[config.mk]
export PLATFORM = sky130hd
export DESIGN_NAME = stage_memory
export DESIGN_NICKNAME = d
export VERILOG_FILES = /design/src/rtl/stage_memory_pkg.sv /design/src/rtl/stage_memory_mem_bus_timer.sv /design/src/rtl/stage_memory.sv
export SDC_FILE = /design/constraint.sdc
export NUM_CORES = 1
export LEC_CHECK = 0
export ABC_CLOCK_PERIOD_IN_PS = 2000
export CAP_MARGIN = 20
export CORE_MARGIN = 4
export CORE_UTILIZATION = 45
export DETAILED_ROUTE_END_ITERATION = 6
export PLACE_DENSITY = 0.85
export SETUP_SLACK_MARGIN = 0.5
export SYNTH_ARGS = -nofsm -noshare
export SYNTH_HDL_FRONTEND = slang
export SYNTH_SLANG_ARGS = --single-unit
[constraint.sdc]
create_clock -name clk -period 2 [get_ports clk]
set_input_delay 0.3 -clock clk [delete_from_list [all_inputs] [get_ports clk]]
set_output_delay 0.3 -clock clk [all_outputs]
set_load 0.05 [all_outputs]
[src/rtl/stage_memory_pkg.sv]
// Shared opcodes and state encoding for the memory-access stage.
package stage_memory_pkg;

  localparam logic [3:0] OP_ADD = 4'h0;
  localparam logic [3:0] OP_SUB = 4'h1;
  localparam logic [3:0] OP_LW  = 4'h8;
  localparam logic [3:0] OP_SW  = 4'h9;

  typedef enum logic [0:0] {
    StIdle,
    StReq
  } state_e;

  function automatic logic is_mem_op(input logic [3:0] op);
    return (op == OP_LW) || (op == OP_SW);
  endfunction

endpackage

[src/rtl/stage_memory_mem_bus_timer.sv]
// Per-access watchdog: cleared on request issue, counts unacknowledged request cycles.
module stage_memory_mem_bus_timer #(
  parameter int unsigned TIMEOUT = 16
) (
  input  logic clk,
  input  logic reset_n,
  input  logic clear,
  input  logic enable,
  output logic expire
);

  localparam int unsigned CntW = (TIMEOUT > 2) ? $clog2(TIMEOUT) : 1;

  logic [CntW-1:0] count_q, count_d;

  assign expire = (count_q == CntW'(TIMEOUT - 1));

  // Saturate at the expiry value so the counter never wraps while waiting.
  always_comb begin
    count_d = count_q;
    if (clear) begin
      count_d = '0;
    end else if (enable && !expire) begin
      count_d = count_q + CntW'(1);
    end
  end

  always_ff @(posedge clk or negedge reset_n) begin
    if (!reset_n) begin
      count_q <= '0;
    end else begin
      count_q <= count_d;
    end
  end

endmodule

[src/rtl/stage_memory.sv]
// Memory-access pipeline stage with a single-outstanding req/ack bus and access watchdog.
// Define STAGE_MEMORY_ALIGN_CHECK_EN to drop misaligned LW/SW with a misalign_err pulse.
module stage_memory
  import stage_memory_pkg::*;
#(
  parameter int unsigned BIT_WIDTH       = 32,
  parameter int unsigned REG_INDEX_WIDTH = 4,
  parameter int unsigned TIMEOUT         = 16
) (
  input  logic                       clk,
  input  logic                       reset_n,
  input  logic                       in_valid,
  input  logic [3:0]                 op_code,
  input  logic [BIT_WIDTH-1:0]       alu_out,
  input  logic [BIT_WIDTH-1:0]       store_data,
  input  logic [REG_INDEX_WIDTH-1:0] dst_reg,
  input  logic                       reg_wr,
  output logic                       stall,
  output logic                       mem_req,
  output logic                       mem_we,
  output logic [BIT_WIDTH-1:0]       mem_addr,
  output logic [BIT_WIDTH-1:0]       mem_wdata,
  input  logic [BIT_WIDTH-1:0]       mem_rdata,
  input  logic                       mem_ack,
  output logic                       wb_en,
  output logic [REG_INDEX_WIDTH-1:0] wb_reg,
  output logic [BIT_WIDTH-1:0]       wb_data,
  output logic                       bus_err,
  output logic                       misalign_err
);

  state_e state_q, state_d;

  logic                       mem_req_q, mem_req_d;
  logic                       mem_we_q, mem_we_d;
  logic [BIT_WIDTH-1:0]       mem_addr_q, mem_addr_d;
  logic [BIT_WIDTH-1:0]       mem_wdata_q, mem_wdata_d;
  logic                       wb_en_q, wb_en_d;
  logic [REG_INDEX_WIDTH-1:0] wb_reg_q, wb_reg_d;
  logic [BIT_WIDTH-1:0]       wb_data_q, wb_data_d;
  logic                       bus_err_q, bus_err_d;
  logic                       misalign_err_q, misalign_err_d;
  logic [REG_INDEX_WIDTH-1:0] ld_reg_q, ld_reg_d;

  logic                 is_mem;
  logic                 misaligned;
  logic [BIT_WIDTH-1:0] issue_addr;
  logic                 stall_raw;
  logic                 timer_clear;
  logic                 timer_enable;
  logic                 timer_expire;

  assign is_mem = is_mem_op(op_code);

`ifdef STAGE_MEMORY_ALIGN_CHECK_EN
  assign misaligned = (alu_out[1:0] != 2'b00);
  assign issue_addr = alu_out;
`else
  assign misaligned = 1'b0;
  assign issue_addr = {alu_out[BIT_WIDTH-1:2], 2'b00};
`endif

  stage_memory_mem_bus_timer #(
    .TIMEOUT(TIMEOUT)
  ) u_timer (
    .clk    (clk),
    .reset_n(reset_n),
    .clear  (timer_clear),
    .enable (timer_enable),
    .expire (timer_expire)
  );

  always_ff @(posedge clk or negedge reset_n) begin
    if (!reset_n) begin
      state_q <= StIdle;
    end else begin
      state_q <= state_d;
    end
  end

  always_comb begin
    state_d = state_q;
    case (state_q)
      StIdle:  if (in_valid && is_mem && !misaligned) state_d = StReq;
      StReq:   if (mem_ack || timer_expire) state_d = StIdle;
      default: state_d = StIdle;
    endcase
  end

  always_comb begin
    mem_req_d      = mem_req_q;
    mem_we_d       = mem_we_q;
    mem_addr_d     = mem_addr_q;
    mem_wdata_d    = mem_wdata_q;
    wb_en_d        = 1'b0;
    wb_reg_d       = wb_reg_q;
    wb_data_d      = wb_data_q;
    bus_err_d      = 1'b0;
    misalign_err_d = 1'b0;
    ld_reg_d       = ld_reg_q;
    stall_raw      = 1'b0;
    timer_clear    = 1'b0;
    timer_enable   = 1'b0;
    case (state_q)
      StIdle: begin
        if (in_valid) begin
          if (!is_mem) begin
            wb_en_d   = reg_wr;
            wb_reg_d  = dst_reg;
            wb_data_d = alu_out;
          end else if (misaligned) begin
            misalign_err_d = 1'b1;
          end else begin
            stall_raw   = 1'b1;
            mem_req_d   = 1'b1;
            mem_we_d    = (op_code == OP_SW);
            mem_addr_d  = issue_addr;
            mem_wdata_d = store_data;
            ld_reg_d    = dst_reg;
            timer_clear = 1'b1;
          end
        end
      end
      StReq: begin
        // Ack takes priority over a coincident watchdog expiry.
        if (mem_ack) begin
          mem_req_d = 1'b0;
          mem_we_d  = 1'b0;
          if (!mem_we_q) begin
            wb_en_d   = 1'b1;
            wb_reg_d  = ld_reg_q;
            wb_data_d = mem_rdata;
          end
        end else if (timer_expire) begin
          mem_req_d = 1'b0;
          mem_we_d  = 1'b0;
          bus_err_d = 1'b1;
        end else begin
          stall_raw    = 1'b1;
          timer_enable = 1'b1;
        end
      end
      default: ;
    endcase
  end

  always_ff @(posedge clk or negedge reset_n) begin
    if (!reset_n) begin
      mem_req_q      <= 1'b0;
      mem_we_q       <= 1'b0;
      mem_addr_q     <= '0;
      mem_wdata_q    <= '0;
      wb_en_q        <= 1'b0;
      wb_reg_q       <= '0;
      wb_data_q      <= '0;
      bus_err_q      <= 1'b0;
      misalign_err_q <= 1'b0;
      ld_reg_q       <= '0;
    end else begin
      mem_req_q      <= mem_req_d;
      mem_we_q       <= mem_we_d;
      mem_addr_q     <= mem_addr_d;
      mem_wdata_q    <= mem_wdata_d;
      wb_en_q        <= wb_en_d;
      wb_reg_q       <= wb_reg_d;
      wb_data_q      <= wb_data_d;
      bus_err_q      <= bus_err_d;
      misalign_err_q <= misalign_err_d;
      ld_reg_q       <= ld_reg_d;
    end
  end

  assign stall        = reset_n && stall_raw;
  assign mem_req      = mem_req_q;
  assign mem_we       = mem_we_q;
  assign mem_addr     = mem_addr_q;
  assign mem_wdata    = mem_wdata_q;
  assign wb_en        = wb_en_q;
  assign wb_reg       = wb_reg_q;
  assign wb_data      = wb_data_q;
  assign bus_err      = bus_err_q;
  assign misalign_err = misalign_err_q;

endmodule

==> results.cfg <==
[route]
initialDrtViolationCount = 160
first_pass_iters = 5
dr_total_vias = 3711
drtAntennaViolNets = 0
drc = 0
finalWirelength_um = 14900
routed_via_density = 5.35
wl_per_cell_um = 21.6

[floorplan]
core_area_um2 = 9910
dieArea_um2 = 12000
die_y_um = 109
fp.dieW_um = 109
start_util = 0.467
ios = 215
rows = 36

[finish]
layout_common_cells = 109 x dfrtp_1, 103 x clkdlybuf4s50_1, 100 x clkdlybuf4s15_2
areaGrowthSynthToFinish_pct = 67.1
layout-drive-gt1-share = 0.432
finalNetCount = 665
instances_no_fill = 693
antennaDiodeCount = 0
layout_commonest_cell = dfrtp_1

[clock_tree]
clk_latency_ns = 0.36
clock_sinks = 111
numCtsBuffers = 9
htreeDepth = 3
clk_path_buf_depth = 2
clk_pin_slew_ns = 0.12
hold_buffers = 0
cts_tree = built
cts-root-buf = clkbuf_8

[yosys]
async_reset_ff_frac = 1.00
synth_area_um2 = 4630
syn_area_per_cell_um2 = 14.7
synth_ff_type = dfrtp_1
synth_top_family_by_area = multiplexers
synth_adder_area_share = 0.00270
synth_seq_cells = 111
synthMuxAreaShare = 0.176
ys_warn_count = 0
synth_compound_area_frac = 0.149
synth-simple-area-share = 0.0367
ys_types = 36
synthCells = 315
seq_area_frac_synth = 0.600
synth_edf_count = 0
synth_xor_xnor_area_share = 0

[setup_path]
startpoint_type = flip-flop
critPathArrivalTime_ns = 1.48
crit_chain = ha_4, nand3_4, nand2_4, a21boi_4, buf_12
slowest_stage = dfrtp_1
cp_max_fo = 2
end_kind = output port
worstSetupPathType = reg -> out
max_stage_delay_ns = 0.44
required_ns = 1.70

[global_route]
grt_pass1_wl_um = 21000
gr-total-overflow = 0
grt_pass1_vias = 3973
antenna_found_initial = 0
grt_max_degree = 112
grt_use_total = 0.227

[timing]
finalCriticalPeriod_ns = 1.78
max_freq_ghz = 0.563
worst_clock_skew_ns = 0.0187
period_share = 0.889
maxSlewViolCount = 0
finalSetupViolCount = 0
worst_slew_pin_slew_ns = 0.596
hold_viol_final = 0
rsz0062_at_grt = true
relSlewSlack = 0.603

[power_and_ir_drop]
powerDensity_nw_per_um2 = 1010
leakagePower_nw = 3.20
total_power_w = 0.00782
peakVddDrop_v = 0.000557

[placed_design]
dp_hpwl_um = 9900
port_buffers = 211
gp_congestion = 0.746
dp_cells = 654

[hold_path]
hp-class = in -> async

[job]
cap_violations = 0

[status]
status = completed
[cell usage after synthesis (3+ instances only)]
library cell  number  area (um^2)
nand2_1            4         15.0
buf_4              5         37.5
o32a_1            36          360
a21oi_1            3         15.0
mux2_4            16          240
mux2_2            50          563
nand3_1            6         30.0
buf_2             11         55.1
dfrtp_1          111         2780
o21a_1            37          278
o21ai_0            4         20.0
clkbuf_1           4         15.0
[critical path, delay by kind of cell, from the launching register on]
| family | cells | cell delay, ns |
|---|---|---|
| and+or+nand+nor | 2 | 0.14 |
| adders and majority gates | 1 | 0.19 |
| AOI/OAI and AO/OA | 1 | 0.18 |
| DFF | 1 | 0.44 |
| buffers and inverters | 1 | 0.16 |
[metal layers]
metal | part of all wire | GRT usage | vias up
met4 | 0.018 | 0.0677 | 0
met5 | 0 | 0 | -
met3 | 0.057 | 0.0487 | 20
li1 | - | - | 1658
met1 | 0.37 | 0.255 | 1888
met2 | 0.55 | 0.427 | 145
[final cells by class]
cell class | instances | area, um^2
clock inverter | 5 | 66.3
fill | 569 | 2170
sequential | 111 | 2780
clock buffer | 11 | 141
multi-input combinational | 180 | 1840
inverter | 1 | 3.75
tap | 133 | 166
timing repair buffer | 252 | 2740
[power by group]
group / total, W / switching, W / internal [W] / leakage, nW
Sequential: 0.00297 / 0.000275 / 0.00269 / 1.31
Combinational: 0.00344 / 0.00213 / 0.00131 / 1.79
Clock: 0.00142 / 0.000784 / 0.000632 / 0.102
[cell families after synthesis]
family                   Yosys count
flip-flops                       111
AO/OA/AOI/OAI                     82
multiplexers                      67
AND/OR/NAND/NOR                   27
buffers and inverters             26
adder cells (fa/ha/maj)            1
other                              1
[metrics by stage]
stage | area, um^2 | utilization | setup TNS [ns] | hold WS (ns) | setup WS, ns
6_report | 7740 | 0.781 | 0 | 0.00421 | 0.223
5_1_grt | 7740 | 0.781 | 0 | 0.0472 | 0.172
4_1_cts | 7440 | 0.751 | 0 | 0.0492 | 0.258
3_5_place_dp | 6970 | 0.703 | -1.01 | 0.455 | -0.0640
3_3_place_gp | 6970 | 0.703 | -0.279 | 0.440 | -0.0171
2_1_floorplan | 4650 | - | 0 | 0.00441 | 0.421
[final timing paths]
check	cells past startpoint	from	to	slack, ns
setup / recovery	5	u_timer.count_q[0]	stall	0.22
hold / removal	2	reset_n	u_timer.count_q[0]	0.004
setup reg to reg	6	u_timer.count_q[0]	u_timer.count_q[0]	0.40
hold reg to reg	1	wb_data[29]	wb_data[29]	0.50
max in group asynchronous	2	reset_n	mem_we	1.50
min in group clk	1	wb_data[29]	wb_data[29]	0.50
[what timing repair did]
| item | CTS | global route |
|---|---|---|
| setup buffers | 7 | 9 |
| pin swaps | 4 | 7 |
| cloned | 1 | 6 |
| resized for setup | 325 | 25 |
| endpoints found under the setup margin | 198 | 90 |
(Power assumes the default switching activity.)
